`src/rtl/fmul_mant_post_norm_if.sv`:
```
`default_nettype none
// +----------------------------------------------------------------------+
// | fmul_mant_post_norm_if                                                |
// | Operand/result handshake bundle for the FP multiply post-normalizer.  |
// | Rev 1.0 - initial release                                             |
// +----------------------------------------------------------------------+
interface fmul_mant_post_norm_if;
  logic        valid_i;
  logic        ready_o;
  logic [7:0]  exp_10_i;
  logic [23:0] fracta_24_i;
  logic [23:0] fractb_24_i;
  logic        sign_i;
  logic [1:0]  exp_ovf_i;
  logic        valid_o;
  logic        ready_i;
  logic [31:0] result_o;
  logic        ovf_o;
  logic        unf_o;

  modport master (
    output valid_i, exp_10_i, fracta_24_i, fractb_24_i, sign_i, exp_ovf_i, ready_i,
    input  ready_o, valid_o, result_o, ovf_o, unf_o
  );

  modport slave (
    input  valid_i, exp_10_i, fracta_24_i, fractb_24_i, sign_i, exp_ovf_i, ready_i,
    output ready_o, valid_o, result_o, ovf_o, unf_o
  );
endinterface
`default_nettype wire

```
`src/rtl/fmul_mant_post_norm.sv`:
```
`default_nettype none
// +----------------------------------------------------------------------+
// | fmul_mant_post_norm                                                   |
// | Iterative mantissa multiply, normalize, round and pack to IEEE single.|
// | Optional macro FMUL_RADIX4_EN: two multiplier bits per MUL cycle.     |
// | Rev 1.0 - initial release                                             |
// +----------------------------------------------------------------------+
module fmul_mant_post_norm #(
  parameter int TRUNC = 0
) (
  input  wire logic             clk_i,
  input  wire logic             rst_n_i,
  fmul_mant_post_norm_if.slave  bus
);

  localparam logic [1:0] S_IDLE = 2'd0;
  localparam logic [1:0] S_MUL  = 2'd1;
  localparam logic [1:0] S_NORM = 2'd2;
  localparam logic [1:0] S_HOLD = 2'd3;

`ifdef FMUL_RADIX4_EN
  localparam logic [4:0] C_LAST_ITER = 5'd11;
`else
  localparam logic [4:0] C_LAST_ITER = 5'd23;
`endif

  logic [1:0]  r_state;
  logic [47:0] r_acc;
  logic [47:0] r_mcand;
  logic [23:0] r_mplr;
  logic [4:0]  r_cnt;
  logic [7:0]  r_exp;
  logic        r_sign;
  logic [1:0]  r_exp_ovf;
  logic [31:0] r_result;
  logic        r_ovf;
  logic        r_unf;
  logic        r_valid;

  logic [47:0] w_addend;
  logic [22:0] w_mant;
  logic        w_guard;
  logic        w_sticky;
  logic        w_inc;
  logic [23:0] w_mant_rnd;
  logic [8:0]  w_e_norm;
  logic [8:0]  w_e_rnd;
  logic [31:0] w_result;
  logic        w_ovf;
  logic        w_unf;

  assign bus.ready_o  = (r_state == S_IDLE);
  assign bus.valid_o  = r_valid;
  assign bus.result_o = r_result;
  assign bus.ovf_o    = r_ovf;
  assign bus.unf_o    = r_unf;

`ifdef FMUL_RADIX4_EN
  always_comb begin
    w_addend = '0;
    case (r_mplr[1:0])
      2'd1:    w_addend = r_mcand;
      2'd2:    w_addend = r_mcand << 1;
      2'd3:    w_addend = (r_mcand << 1) + r_mcand;
      default: w_addend = '0;
    endcase
  end
`else
  assign w_addend = r_mplr[0] ? r_mcand : 48'd0;
`endif

  // Normalization picks the leading one at P[47] or P[46]; rounding carry-out
  // leaves the mantissa field at zero and bumps the exponent instead.
  always_comb begin
    w_e_norm = {1'b0, r_exp};
    w_mant   = '0;
    w_guard  = 1'b0;
    w_sticky = 1'b0;
    if (r_acc[47]) begin
      w_mant   = r_acc[46:24];
      w_guard  = r_acc[23];
      w_sticky = |r_acc[22:0];
      w_e_norm = {1'b0, r_exp} + 9'd1;
    end else begin
      w_mant   = r_acc[45:23];
      w_guard  = r_acc[22];
      w_sticky = |r_acc[21:0];
    end
    w_inc      = (TRUNC == 0) && w_guard && (w_sticky || w_mant[0]);
    w_mant_rnd = {1'b0, w_mant} + {23'd0, w_inc};
    w_e_rnd    = w_mant_rnd[23] ? (w_e_norm + 9'd1) : w_e_norm;

    w_result = '0;
    w_ovf    = 1'b0;
    w_unf    = 1'b0;
    if (r_exp_ovf[1] && r_exp_ovf[0]) begin
      w_result = {r_sign, 8'hFF, 23'h0};
      w_ovf    = 1'b1;
    end else if (r_exp_ovf[1]) begin
      w_result = {r_sign, 31'h0};
      w_unf    = 1'b1;
    end else if (r_acc[47:46] == 2'b00) begin
      w_result = {r_sign, 31'h0};
      w_unf    = (r_acc != 48'd0);
    end else if (w_e_rnd >= 9'd255) begin
      w_result = {r_sign, 8'hFF, 23'h0};
      w_ovf    = 1'b1;
    end else if (w_e_rnd == 9'd0) begin
      w_result = {r_sign, 31'h0};
      w_unf    = 1'b1;
    end else begin
      w_result = {r_sign, w_e_rnd[7:0], w_mant_rnd[22:0]};
    end
  end

  always_ff @(posedge clk_i or negedge rst_n_i) begin
    if (!rst_n_i) begin
      r_state   <= S_IDLE;
      r_acc     <= '0;
      r_mcand   <= '0;
      r_mplr    <= '0;
      r_cnt     <= '0;
      r_exp     <= '0;
      r_sign    <= 1'b0;
      r_exp_ovf <= '0;
      r_result  <= '0;
      r_ovf     <= 1'b0;
      r_unf     <= 1'b0;
      r_valid   <= 1'b0;
    end else begin
      case (r_state)
        S_IDLE: begin
          if (bus.valid_i) begin
            r_acc     <= '0;
            r_mcand   <= {24'd0, bus.fracta_24_i};
            r_mplr    <= bus.fractb_24_i;
            r_cnt     <= '0;
            r_exp     <= bus.exp_10_i;
            r_sign    <= bus.sign_i;
            r_exp_ovf <= bus.exp_ovf_i;
            r_state   <= S_MUL;
          end
        end
        S_MUL: begin
          r_acc <= r_acc + w_addend;
`ifdef FMUL_RADIX4_EN
          r_mplr  <= r_mplr >> 2;
          r_mcand <= r_mcand << 2;
`else
          r_mplr  <= r_mplr >> 1;
          r_mcand <= r_mcand << 1;
`endif
          r_cnt <= r_cnt + 5'd1;
          if (r_cnt == C_LAST_ITER) begin
            r_state <= S_NORM;
          end
        end
        S_NORM: begin
          r_result <= w_result;
          r_ovf    <= w_ovf;
          r_unf    <= w_unf;
          r_valid  <= 1'b1;
          r_state  <= S_HOLD;
        end
        S_HOLD: begin
          if (bus.ready_i) begin
            r_valid <= 1'b0;
            r_state <= S_IDLE;
          end
        end
        default: r_state <= S_IDLE;
      endcase
    end
  end

endmodule
`default_nettype wire
```
`src/flat_wrapper.sv`:
```
// flat-port wrapper written by rule: the top's interface ports become plain ports
module fmul_mant_post_norm_flat 
#(
  parameter int TRUNC = 0
)
  (clk_i, rst_n_i, bus_valid_i, bus_exp_10_i, bus_fracta_24_i, bus_fractb_24_i, bus_sign_i, bus_exp_ovf_i, bus_ready_i, bus_ready_o, bus_valid_o, bus_result_o, bus_ovf_o, bus_unf_o);
  fmul_mant_post_norm_if bus_i ();
  input  wire logic clk_i;
  input  wire logic rst_n_i;
  input wire logic [$bits(bus_i.valid_i)-1:0] bus_valid_i;
  input wire logic [$bits(bus_i.exp_10_i)-1:0] bus_exp_10_i;
  input wire logic [$bits(bus_i.fracta_24_i)-1:0] bus_fracta_24_i;
  input wire logic [$bits(bus_i.fractb_24_i)-1:0] bus_fractb_24_i;
  input wire logic [$bits(bus_i.sign_i)-1:0] bus_sign_i;
  input wire logic [$bits(bus_i.exp_ovf_i)-1:0] bus_exp_ovf_i;
  input wire logic [$bits(bus_i.ready_i)-1:0] bus_ready_i;
  output wire logic [$bits(bus_i.ready_o)-1:0] bus_ready_o;
  output wire logic [$bits(bus_i.valid_o)-1:0] bus_valid_o;
  output wire logic [$bits(bus_i.result_o)-1:0] bus_result_o;
  output wire logic [$bits(bus_i.ovf_o)-1:0] bus_ovf_o;
  output wire logic [$bits(bus_i.unf_o)-1:0] bus_unf_o;
  assign bus_i.valid_i = bus_valid_i;
  assign bus_i.exp_10_i = bus_exp_10_i;
  assign bus_i.fracta_24_i = bus_fracta_24_i;
  assign bus_i.fractb_24_i = bus_fractb_24_i;
  assign bus_i.sign_i = bus_sign_i;
  assign bus_i.exp_ovf_i = bus_exp_ovf_i;
  assign bus_i.ready_i = bus_ready_i;
  assign bus_ready_o = bus_i.ready_o;
  assign bus_valid_o = bus_i.valid_o;
  assign bus_result_o = bus_i.result_o;
  assign bus_ovf_o = bus_i.ovf_o;
  assign bus_unf_o = bus_i.unf_o;
  fmul_mant_post_norm #(.TRUNC(TRUNC)) u_core (.clk_i(clk_i), .rst_n_i(rst_n_i), .bus(bus_i));
endmodule
```
`config.mk`:
```
export PLATFORM = sky130hd
export DESIGN_NAME = fmul_mant_post_norm_flat
export DESIGN_NICKNAME = d
export VERILOG_FILES = /design/src/rtl/fmul_mant_post_norm_if.sv /design/src/rtl/fmul_mant_post_norm.sv /design/src/flat_wrapper.sv
export SDC_FILE = /design/constraint.sdc
export NUM_CORES = 1
export LEC_CHECK = 0
export BUFFER_PORTS_ARGS = -buffer_cell sky130_fd_sc_hd__buf_4
export CORE_MARGIN = 1
export CORE_UTILIZATION = 55
export DETAILED_ROUTE_END_ITERATION = 12
export PLACE_DENSITY = 0.8
export RECOVER_POWER = 50
export SYNTH_ARGS = -nofsm -noshare
export SYNTH_HDL_FRONTEND = slang
export SYNTH_SLANG_ARGS = --single-unit
```
`constraint.sdc`:
```
create_clock -name clk_i -period 4.1 [get_ports clk_i]
set_input_delay 0.205 -clock clk_i [delete_from_list [all_inputs] [get_ports clk_i]]
set_output_delay 0.205 -clock clk_i [all_outputs]
set_load 0.05 [all_outputs]
```
# Word-level counts from Yosys, hierarchy flattened
# Index checks and enable logic that the tools add are counted.
[classes] add_sub_neg=5 n_lt_le_gt_ge=1 eq_ne=7 n_mux=34 n_reduce_logical=15
[op_table] operator="case mux 48 bit (2 select lines)" n=2
[op_table] operator="2-to-1 mux 31 bit" n=5
[op_table] operator="2-to-1 mux 48 bit" n=3
[op_table] operator="adder 48 bit" n=1
[op_table] operator="case mux 24 bit (2 select lines)" n=1
[op_table] operator="nonzero test 48 bit" n=1
[op_table] operator="adder 23 x 1 -> 24 bit" n=1
[op_table] operator="2-to-1 mux 24 bit" n=1
[op_table] operator="2-to-1 mux 23 bit" n=1
[op_table] operator="OR reduction 23 bit" n=1
[op_table] operator="OR reduction 22 bit" n=1
[op_table] operator="2-to-1 mux 9 bit" n=2
[op_table] operator="2-to-1 mux 1 bit" n=12
[op_table] operator="case mux 5 bit (2 select lines)" n=1
[op_table] operator="adder 8 x 1 -> 9 bit, second input constant" n=1
[op_table] operator="adder 9 x 1 -> 9 bit, second input constant" n=1
[op_table] operator=">= comparator 9 x 8 -> 1 bit, second input constant" n=1
[op_table] operator="logical NOT 9 bit" n=1
[op_table] operator="case mux 2 bit (4 select lines)" n=1
[op_table] operator="2-to-1 mux 2 bit" n=3
[op_table] operator="AND reduction 2 bit" n=3
[op_table] operator="adder 5 x 1 -> 5 bit, second input constant" n=1
[op_table] operator="== test 5 bit, second input constant" n=1
[op_table] operator="2-to-1 mux 5 bit" n=1
[op_table] operator="10 further kinds" n=15
[word_totals] reg_bits=173 input_bits=63 out_inout_bits=36

# Depth between registers and ports, before layout
# Gate-level depths: netlist (run 1).
[depth] word_depth=12 ltp_mapped=17 depth_no_buf=13

# Worst setup path before layout (run 1)
# Ideal clock, no wire load.
[synth_path] kind="reg-to-reg" from="register u_core.r_acc[47]" to="register u_core.r_result[22], in the netlist u_core.bus.result_o[22]" setup_time_ns=0.095 t_arrival_ns=3.857 required_ns=4.005 slack_ns=0.147 stages_incl_launch_ff=17 cell_sequence="dfrtp_1 buf_6 clkbuf_1 buf_1 buf_1 clkbuf_1 mux2i_1 nor2_1 ha_1 and4_1 nor2b_1 nor2b_1 nor2b_1 and3_1 nand2_1 a31o_2 o32ai_2"
[synth_via] elab_chain_len=11 elab_cells_between_ends=17
[synth_rtl] item="start: declaration" line_no="fmul_mant_post_norm.sv:28" rtl="logic [47:0] r_acc;"
[synth_rtl] item="start signal: assignment" line_no="fmul_mant_post_norm.sv:145" rtl="r_acc <= r_acc + w_addend;"
[synth_rtl] item="branches (longest 8 deep; another with adder 23 x 1 -> 24 bit)"
[synth_rtl] item="2-to-1 mux 31 bit *" line_no="fmul_mant_post_norm.sv:102" rtl="end else if (r_acc[47:46] == 2'b00) begin"
[synth_rtl] item="2-to-1 mux 31 bit *" line_no="fmul_mant_post_norm.sv:99" rtl="end else if (r_exp_ovf[1]) begin"
[synth_rtl] item="2-to-1 mux 31 bit *" line_no="fmul_mant_post_norm.sv:96" rtl="if (r_exp_ovf[1] && r_exp_ovf[0]) begin"
[synth_rtl] item="end signal: assignment" line_no="fmul_mant_post_norm.sv:159" rtl="r_result <= w_result;"
[synth_rtl] item="end: declaration" line_no="fmul_mant_post_norm.sv:35" rtl="logic [31:0] r_result;"
# Mark *: on every way between the ends.
# A chain may end at the register's enable or synchronous reset.

# Final worst setup path (run 1)
[layout_path] from="register u_core.r_mplr[0]" to="register u_core.r_acc[46]"
[layout_via] elab_chain_len=3
[layout_rtl] item="start: declaration" line_no="fmul_mant_post_norm.sv:30" rtl="logic [23:0] r_mplr;"
[layout_rtl] item="start signal: assignment" line_no="fmul_mant_post_norm.sv:136" rtl="r_mplr <= bus.fractb_24_i;"
[layout_rtl] item="start signal: assignment" line_no="fmul_mant_post_norm.sv:150" rtl="r_mplr <= r_mplr >> 1;"
[layout_rtl] item="2-to-1 mux 48 bit" line_no="fmul_mant_post_norm.sv:69" rtl="assign w_addend = r_mplr[0] ? r_mcand : 48'd0;"
[layout_rtl] item="adder 48 bit" line_no="fmul_mant_post_norm.sv:145"
[layout_rtl] item="case mux 48 bit (2 select lines)" line_no="fmul_mant_post_norm.sv:131" rtl="case (r_state)"
# Every way passes these cells.

==> results of run 1 <==
[metrics by stage]
stage                     util (%)  area [um^2]  std cells  hold slack, ns
after floorplan                  -        11400       1254         -0.0906
after global placement        60.8        12300       1564           0.262
after detailed placement      60.8        12300       1564           0.267
after CTS                     64.0        13000       1604         0.00253
after global routing          63.3        12800       1604        0.000202
final                         63.3        12800       1604         0.00783
[what timing repair did]
action                     4_1_cts  5_1_grt
hold endpoints to repair        78        0
gates resized for setup          0        1
setup endpoints to repair        0        1
hold buffers                     8        0
[per-layer routing]
layer  vias to the layer above  routed length, um  global-route usage, %  part of all wire (%)
li1                       4610                  -                      -                     -
met1                      4460              11900                   34.0                    46
met2                       273              12400                   42.2                    48
met3                        34               1320                   3.78                   5.1
met4                         0                402                   6.56                   1.5
met5                         -                  0                      0                     0
[critical path: cells and delay by family, from the launching register on]
family	cells	cell delay (ns)
xor+xnor	1	0.19
buf+inv	1	0.21
fa+ha+maj	2	0.61
flops	1	0.42
compound gates	8	2.04
simple gates	2	0.24
[registers in the layout, indices dropped and copies added (netlist names)]
register             flops
u_core.r_mcand          48
u_core.r_cnt             5
u_core.r_acc            48
u_core.bus.unf_o         1
u_core.r_exp             8
u_core.r_exp_ovf         2
u_core.r_state           2
u_core.bus.ovf_o         1
u_core.bus.valid_o       1
u_core.r_sign            1
u_core.bus.result_o     32
u_core.r_mplr           24
[how the worst max path moves through the flow]
stage,to,slack (ns),depth (start not counted)
detailed placement,u_core.r_acc[46],0.37,14
floorplan,u_core.bus.result_o[22],0.15,16
finish,u_core.r_acc[46],0.23,14
global route,u_core.r_acc[46],0.03,14
CTS,u_core.r_acc[46],0.32,14
global placement,u_core.bus.result_o[4],0.48,11
[final cells by class]
class	instances	area (um^2)	area share (%)
repair buffers	124	833	6.49
flip-flops and latches	173	4330	33.7
well taps	270	338	2.63
multi-input cells	950	6560	51.1
inverters	55	206	1.61
clock inverters	15	151	1.18
clock buffers	17	425	3.31
[cell usage in the layout, fill, tap and decap left out, drive strengths merged, types with 40 or more instances in the layout]
cell type	instances
buf	79
xnor2	50
nand2	139
clkbuf	54
ha	55
dfrtp	173
o21ai	130
inv	64
a21oi	61
mux2i	62
nor2	55
and2	52
xor2	40
[cells in the mapped netlist, types with 8 or more instances]
cell	count	area share, %
a21o_1	32	2.1
a21oi_1	61	2.7
a22o_1	30	2.3
and2_1	52	2.8
buf_1	8	0.26
clkbuf_1	64	2.1
dfrtp_1	173	38
ha_1	55	6.0
inv_1	55	1.8
mux2_2	17	1.7
mux2i_1	62	5.4
nand2_1	139	4.6
nand2b_1	8	0.44
nand3_1	26	1.1
nand4_1	28	1.5
nor2_1	55	1.8
nor2b_1	14	0.77
nor3_1	13	0.57
nor4_1	13	0.71
o21ai_0	122	5.3
o21ai_1	8	0.35
o22ai_2	20	2.2
xnor2_1	50	3.8
xor2_1	40	3.1
[power groups by stage]
stage	combinational, mW	sequential [mW]	clock [mW]
2_1_floorplan	2.37	2.66	0
3_3_place_gp	3.13	2.64	0
3_5_place_dp	3.23	2.67	0
4_1_cts	3.26	2.65	1.62
5_1_grt	3.59	2.71	1.70
6_report	3.21	2.65	1.61
[cell families (layout without fill, tap and decap cells)]
kind of cell	count (synthesis)	in the layout
flip-flops	173	173
buffers and inverters	131	211
AO/OA/AOI/OAI	342	342
XOR/XNOR	90	90
adder cells (fa/ha/maj)	56	56
multiplexers	79	79
AND/OR/NAND/NOR	383	383
==> metrics.cfg, run 1 <==
[synthesis]
ys_types=72
syn_area_per_cell_um2=9.11
ys.flop_type=dfrtp_1
muxShareOfSynthArea_pct=7.11
synthAdderAreaFrac_pct=6.20
synth-xor-area-share_pct=6.90
synth-simple-area-share_pct=17.0
async_flop_share_pct=100
ys_warn_count=0
synth_top_family_by_area=compound AO/OA/AOI/OAI gates
synthesis.instances=1254
ys_seq_area_share_pct=37.9
ys_ff_latch=173
synth-edff-count=0
netlist_area_um2=11400
syn-num-nets=1373
synth_compound_area_share_pct=20.1

[floorplan]
core_area_um2=20300
initial_core_util_pct=56.3
die_h_um=146
rows=52
die_area_um2=21300
die_w_um=146
boundaryPins=99

[clock_tree]
h-tree-depth=4
post_cts_buffers=0
clock-sinks=173
clk_latency_ns=0.44
root_buffer=clkbuf_16
clk_pin_slew_ns=0.07
cts_tree=yes
cts_made_buffers=17
cts_buffer_depth=2

[grt]
grt_pass1_wl_um=44300
first_global_vias=9146
grtUsageTotal_pct=25.1
antenna_found_initial=0
grt_max_degree=103
grt-ovfl-total=0

[pwr]
p_total_mw=7.47
p_sw_mw=3.20
power.share.sequential_pct=35.5
p_per_area_nw_per_um2=581
combPwrFrac_pct=43.0
p_clk_share_pct=21.5
internal_power_mw=4.27
ir_worst_vdd_uv=335
swShare_pct=42.8
leakage_nw=5.70

[worst_setup_path]
rrSetupSlack_ns=0.23
cp_cell_sequence=and2_1 > ha_1 > fa_1 > a21oi_1 > o211ai_1 > a221oi_1 > buf_4 > a21oi_1 > o211ai_1 > a31o_1 > nor4_1 > a2111oi_0 > xor2_1 > o22ai_1
setup.worst_path.start=u_core.r_mplr[0]
reg2reg_to=u_core.r_acc[46]
r2r_start=u_core.r_mplr[0]
critical_path_arrival_ns=4.15
crit_required_ns=4.38
worstSetupPathType=register to register
crit_path_start_kind=register
crit_path_end_kind=register
crit_fanout=5
cpPeakStageDelay_ns=0.47
r2r_cells=14
cpMaxStageDelayCell=a2111oi_0

[min_path]
hp-class=input pin to register
worstHoldEndpoint=u_core.r_sign
holdPathStages=2
worstHoldStart=bus_sign_i

[routing]
drcViolationCount=0
ant_nets=0
drt_iter0_drc=534
drtPass1Iterations=5
viasPerCell=5.85
drt-total-wl_um=26000
avgRoutedWirePerCell_um=16.2
vias=9377

[timing]
finalHoldViolCount=0
setup_tns_ns=0
worst_pin_slew_ns=1.74
slew_headroom_pct=-15.8
period_share_pct=94.5
slew_viol_final=73
clock_skew_ns=0.00962
rsz0062_at_grt=no
layout_min_cycle_time_ns=3.87
fmax_ghz=0.258
post-route-worst-setup-slack_ns=0.226
setup_viol=0

[placed_design]
gp_congestion=0.917
io_buffers=98
place_hpwl_um=18600
dp_slack_ns=0.367

[status]
violations=max-capacitance violations, max-slew violations
status=finished with violations

[layout]
n_fill_cell=1783
drive_gt1_share_pct=12.7
nNetsFinal=1440
antenna_cells=0
area_delta_synth_final_pct=12.5

[flow_run]
maxCapViolations=1

(Power assumes the default switching activity.)
==> run 2: changes to the inputs <==
--- a/config.mk
+++ b/config.mk
@@ -11,6 +11,7 @@
 export DETAILED_ROUTE_END_ITERATION = 12
 export PLACE_DENSITY = 0.8
 export RECOVER_POWER = 50
+export REMOVE_ABC_BUFFERS = 1
 export SYNTH_ARGS = -nofsm -noshare
 export SYNTH_HDL_FRONTEND = slang
 export SYNTH_SLANG_ARGS = --single-unit
==> run 2 against run 1 <==
Effect of this change: maximum frequency increased by 3.3%; highest routed layer unchanged; cell count grew 0.31%; the flow still finishes with violations (max-capacitance violations, max-slew violations); via count is 0.30% higher; die area unchanged; sequential cell count did not move; clock power is 9% higher.
==> metrics.cfg, run 2 (synthesis results as in run 1) <==
[pwr]
ir_worst_vdd_uv=440
p_total_mw=7.61
p_per_area_nw_per_um2=588
leakage_nw=5.75

[floorplan]
core_area_um2=20300
rows=52
boundaryPins=99
initial_core_util_pct=56.3
die_h_um=146
die_w_um=146
die_area_um2=21300

[grt]
first_global_vias=9274
grt-ovfl-total=0
grtUsageTotal_pct=25.0
antenna_found_initial=0
grt_pass1_wl_um=44200
grt_max_degree=96

[clock_tree]
cts_made_buffers=17
clock-sinks=173
cts_hold_buf=11
root_buffer=clkbuf_16
post_cts_buffers=0
cts_tree=yes
h-tree-depth=4
cts_buffer_depth=2
cts_resized=0
clk_latency_ns=0.44
clk_pin_slew_ns=0.07

[routing]
drt_iter0_drc=428
vias=9405
ant_nets=0
viasPerCell=5.85
drtPass1Iterations=5
drt-total-wl_um=25800
drcViolationCount=0
avgRoutedWirePerCell_um=16.0

[placed_design]
place_hpwl_um=18200
gp_congestion=0.943
placedCellCount=1566
io_buffers=98

[timing]
period_share_pct=91.5
setup_viol=0
slew_headroom_pct=-55.4
slew_viol_final=96
rsz0062_at_grt=no
timing.hold.ws_ns=0.0171
layout_min_cycle_time_ns=3.75
fmax_ghz=0.267
finalHoldViolCount=0
worst_pin_slew_ns=2.33
clock_skew_ns=0.0153

[worst_setup_path]
crit_required_ns=4.40
worstSetupPathType=register to register
critical_path_arrival_ns=4.05
crit_path_end_kind=register
crit_fanout=27
crit_path_start_kind=register

[status]
status=finished with violations
violations=max-capacitance violations, max-slew violations

[layout]
final_cell_mix=172 x dfrtp_1, 139 x nand2_1, 122 x o21ai_0
area_delta_synth_final_pct=13.4
drive_gt1_share_pct=12.8
n_fill_cell=1744
layout_commonest_cell=dfrtp_1
antenna_cells=0
nNetsFinal=1445
finalNonFillerCells=1609
final_util_pct=63.8

[min_path]
hp-class=input pin to register

[flow_run]
maxCapViolations=1

-- run 2: metal layers --
metal  up-vias  track usage [%]  share of wire [%]
met5         -                0                  0
met4         0             7.92                1.7
met3        36             4.09                4.4
met2       236             42.0                 48
met1      4512             33.2                 46
li1       4621                -                  -
-- run 2: critical path: stages (launching register included) --
cell and delay (ns):
dfrtp_1 0.37, buf_4 0.21, buf_4 0.23, and2_1 0.18, ha_1 0.22, a21oi_1 0.17, o21ai_1 0.08, or3_1 0.31
o21ai_1 0.36, a311oi_1 0.27, a211oi_1 0.63, a21o_1 0.21, nand2_1 0.06, xnor2_1 0.18, o2111ai_1 0.12
-- run 2: per-stage QoR --
step | setup TNS [ns] | worst slack [ns] | cell area (um^2)
3_5_place_dp | 0 | 0.425 | 12400
5_1_grt | 0 | 0.0812 | 12900
3_3_place_gp | 0 | 0.449 | 12400
6_report | 0 | 0.350 | 12900
4_1_cts | 0 | 0.370 | 13100
2_1_floorplan | -78.47 | -0.705 | 11100
-- run 2: worst paths after layout --
kind	startpoint	end	slack [ns]	cells past startpoint
max in group asynchronous	rst_n_i	u_core.r_mcand[3]	0.84	3
min in group asynchronous	rst_n_i	u_core.bus.result_o[3]	1.01	2
hold / removal	bus_exp_ovf_i[1]	u_core.r_exp_ovf[1]	0.02	2
setup reg to reg	u_core.r_mplr[0]	u_core.r_acc[47]	0.35	14
hold reg to reg	u_core.r_mplr[5]	u_core.r_mplr[5]	0.48	2
setup / recovery	u_core.r_mplr[0]	u_core.r_acc[47]	0.35	14
-- run 2: cell type report --
class	instances	area [um^2]	share of cell area (%)
Multi-Input combinational cell	950	6560	50.7
Sequential cell	173	4330	33.4
Timing Repair Buffer	129	875	6.75
Clock buffer	17	425	3.29
Tap cell	270	338	2.61
Clock inverter	15	209	1.61
Inverter	55	206	1.59
-- run 2: where the power goes --
group	switching, mW	total (mW)	internal (mW)
sequential	0.420	2.63	2.21
clock	0.724	1.75	1.03
combinational	2.02	3.23	1.22
total	3.16	7.61	4.45
==> run 3: changes to the inputs <==
--- a/config.mk
+++ b/config.mk
@@ -5,6 +5,7 @@
 export SDC_FILE = /design/constraint.sdc
 export NUM_CORES = 1
 export LEC_CHECK = 0
+export ABC_AREA = 1
 export BUFFER_PORTS_ARGS = -buffer_cell sky130_fd_sc_hd__buf_4
 export CORE_MARGIN = 1
 export CORE_UTILIZATION = 55
==> run 3 against run 2 <==
Effect of this change: the flow still finishes with violations (max-capacitance violations, max-slew violations); global-route usage is 4.0 points higher; die area rose by 4.9%; register-to-register slack gained 0.43 ns; maximum frequency rose by 13%; critical endpoint is now u_core.bus.result_o[8]; largest power group unchanged; highest routed layer unchanged.
==> metrics.cfg, run 3 <==
[layout]
layout_commonest_cell=nand2_1
finalNonFillerCells=2132
area_delta_synth_final_pct=13.9
final_util_pct=64.3
antenna_cells=0
drive_gt1_share_pct=7.92
final_cell_mix=450 x nand2_1, 257 x inv_1, 173 x nor2_1
nNetsFinal=1963

[floorplan]
core_area_um2=21200
die_w_um=150
rows=53
initial_core_util_pct=56.5
boundaryPins=99
die_h_um=150
die_area_um2=22400

[timing]
setup_viol=0
layout_min_cycle_time_ns=3.32
fmax_ghz=0.301
setup_tns_ns=0
worst_pin_slew_ns=2.34
slew_headroom_pct=-56.3
finalHoldViolCount=0
clock_skew_ns=0.0155
post-route-worst-setup-slack_ns=0.775
period_share_pct=81.1
rsz0062_at_grt=no
slew_viol_final=93

[worst_setup_path]
r2r_start=u_core.r_acc[47]
cp_common_cell=nand2_1
crit_required_ns=4.43
cpMaxStageDelayCell=dfrtp_2
setup.worst_path.start=u_core.r_acc[47]
cp_cell_sequence=nand2_1 > o21ai_1 > nand2_1 > nor2_1 > nand2_2 > inv_2 > nand2_2 > nand2_1 > nand2_1 > nor2_1 > and2_1 > nand3_2 > nand3_1 > nand2_1
cp.depth=14
crit_path_start_kind=register
cpPeakStageDelay_ns=1.00
crit_fanout=68
cpLargestDelayFamily=simple AND/OR/NAND/NOR gates
rrSetupSlack_ns=0.78
crit_path_end_kind=register
path_buf_inv=1
crit_end=u_core.bus.result_o[8]
critical_path_arrival_ns=3.66
worstSetupPathType=register to register
reg2reg_to=u_core.bus.result_o[8]
r2r_cells=14

[synthesis]
synth_most_common_cell=nand2_1
netlist_area_um2=12000
synthTopCellsByCount=450 x nand2_1, 257 x inv_1, 173 x dfrtp_1, 173 x nor2_1, 153 x o21ai_0
ys_seq_area_share_pct=36.1
syn_area_per_cell_um2=6.85
ys.flop_type=dfrtp_1
synthTopCellsByArea=dfrtp_1 36%, nand2_1 14%, inv_1 8.1%
ys_types=49
yosys.area.top_type=dfrtp_1
synth_top_area_share_pct=36.1
async_flop_share_pct=100
ys_warn_count=0
ys_ff_latch=173
synthesis.instances=1750
synth-edff-count=0

[pwr]
combPwrFrac_pct=51.9
leakage_nw=6.72
p_clk_share_pct=17.8
swShare_pct=49.6
ir_worst_vdd_uv=445
p_sw_mw=4.80
internal_power_mw=4.88
power.share.sequential_pct=30.3
p_per_area_nw_per_um2=710

[clock_tree]
cts_resized=0
cts_tree=yes
h-tree-depth=4
clk_latency_ns=0.45
cts_made_buffers=17
root_buffer=clkbuf_16
cts_buffer_depth=2
clock-sinks=173
clk_pin_slew_ns=0.08

[placed_design]
io_buffers=98
gp_congestion=0.938
placedCellCount=2078
place_hpwl_um=23100
dp_slack_ns=0.829

[grt]
grt_max_degree=100
grt_pass1_wl_um=52200
antenna_found_initial=0
first_global_vias=11065
grtUsageTotal_pct=29.0
grt-ovfl-total=0

[routing]
drtPass1Iterations=7
avgRoutedWirePerCell_um=14.5
drt_iter0_drc=887
drcViolationCount=0
drt-total-wl_um=31000
ant_nets=0
viasPerCell=5.50
vias=11734

[status]
violations=max-capacitance violations, max-slew violations
status=finished with violations

[flow_run]
maxCapViolations=1

[min_path]
hp-class=input pin to register

## run 3: cell count changes in the layout (fill, tap and decap cells not counted), sizes merged, moves of 39 or more
cell   previous run  this run
nor2             55       183
inv              60       270
xnor2            50         2
nand3            26        65
nand2           139       456
a21oi            61       103
and2             52         3
mux2i            62         0
## run 3: logic make-up after synthesis
group           after synthesis  share of synthesized area, %
mux                           7                         0.658
flops                       173                          36.1
xor+xnor                     14                          1.02
compound gates              417                          19.8
buf+inv                     321                          10.3
fa+ha+maj                    56                          5.91
simple gates                762                          26.1
## run 3: through the flow
stage          hold WS [ns]  cell area [um^2]  power [mW]
3_5_place_dp          0.348             12900        7.97
3_3_place_gp          0.334             12900        7.85
5_1_grt             0.00773             13600        10.6
6_report            0.00218             13600        9.69
4_1_cts            0.000631             13800        9.74
2_1_floorplan       -0.0906             11700        6.39
## run 3: power groups by stage
stage | sequential (mW) | clock [mW] | combinational [mW]
4_1_cts | 2.92 | 1.75 | 5.07
3_5_place_dp | 2.95 | 0 | 5.02
2_1_floorplan | 3.02 | 0 | 3.37
6_report | 2.93 | 1.73 | 5.03
5_1_grt | 3.02 | 1.82 | 5.71
3_3_place_gp | 2.93 | 0 | 4.91
## run 3: how the worst min path moves through the flow
stage	startpoint	to	slack, ns	cells after the start
after floorplan	rst_n_i	u_core.bus.ovf_o	-0.09	0
after global placement	rst_n_i	u_core.bus.result_o[27]	0.33	1
after detailed placement	rst_n_i	u_core.bus.result_o[30]	0.35	1
after CTS	bus_fracta_24_i[15]	u_core.r_mcand[15]	0.0006	3
after global routing	bus_fractb_24_i[8]	u_core.r_mplr[8]	0.008	3
final	bus_fracta_24_i[17]	u_core.r_mcand[17]	0.002	3
## run 3: area by class of cell
cell class	count	area [um^2]
repair buffers	132	912
clock inverters	15	210
inverters	264	991
well taps	275	344
flip-flops and latches	173	4330
clock buffers	17	425
multi-input cells	1256	6430
fillers	1948	7580
## run 3: per-layer routing
metal | global-route usage, % | wire, um | up-vias | part of all wire, %
met5 | 0 | 0 | - | 0
li1 | - | - | 5917 | -
met4 | 8.98 | 737 | 0 | 2.4
met3 | 4.88 | 1700 | 67 | 5.5
met1 | 39.3 | 14400 | 5404 | 46
met2 | 47.3 | 14200 | 346 | 46
## run 3: what timing repair did
action,in CTS,in global routing
endpoints found under the hold margin,112,0
buffers inserted,0,0
hold buffers,22,0
## run 3: tightest hold or removal path, stage by stage
cell and delay [ns]:
buf_4 0.08, o211ai_1 0.06, o21ai_0 0.07
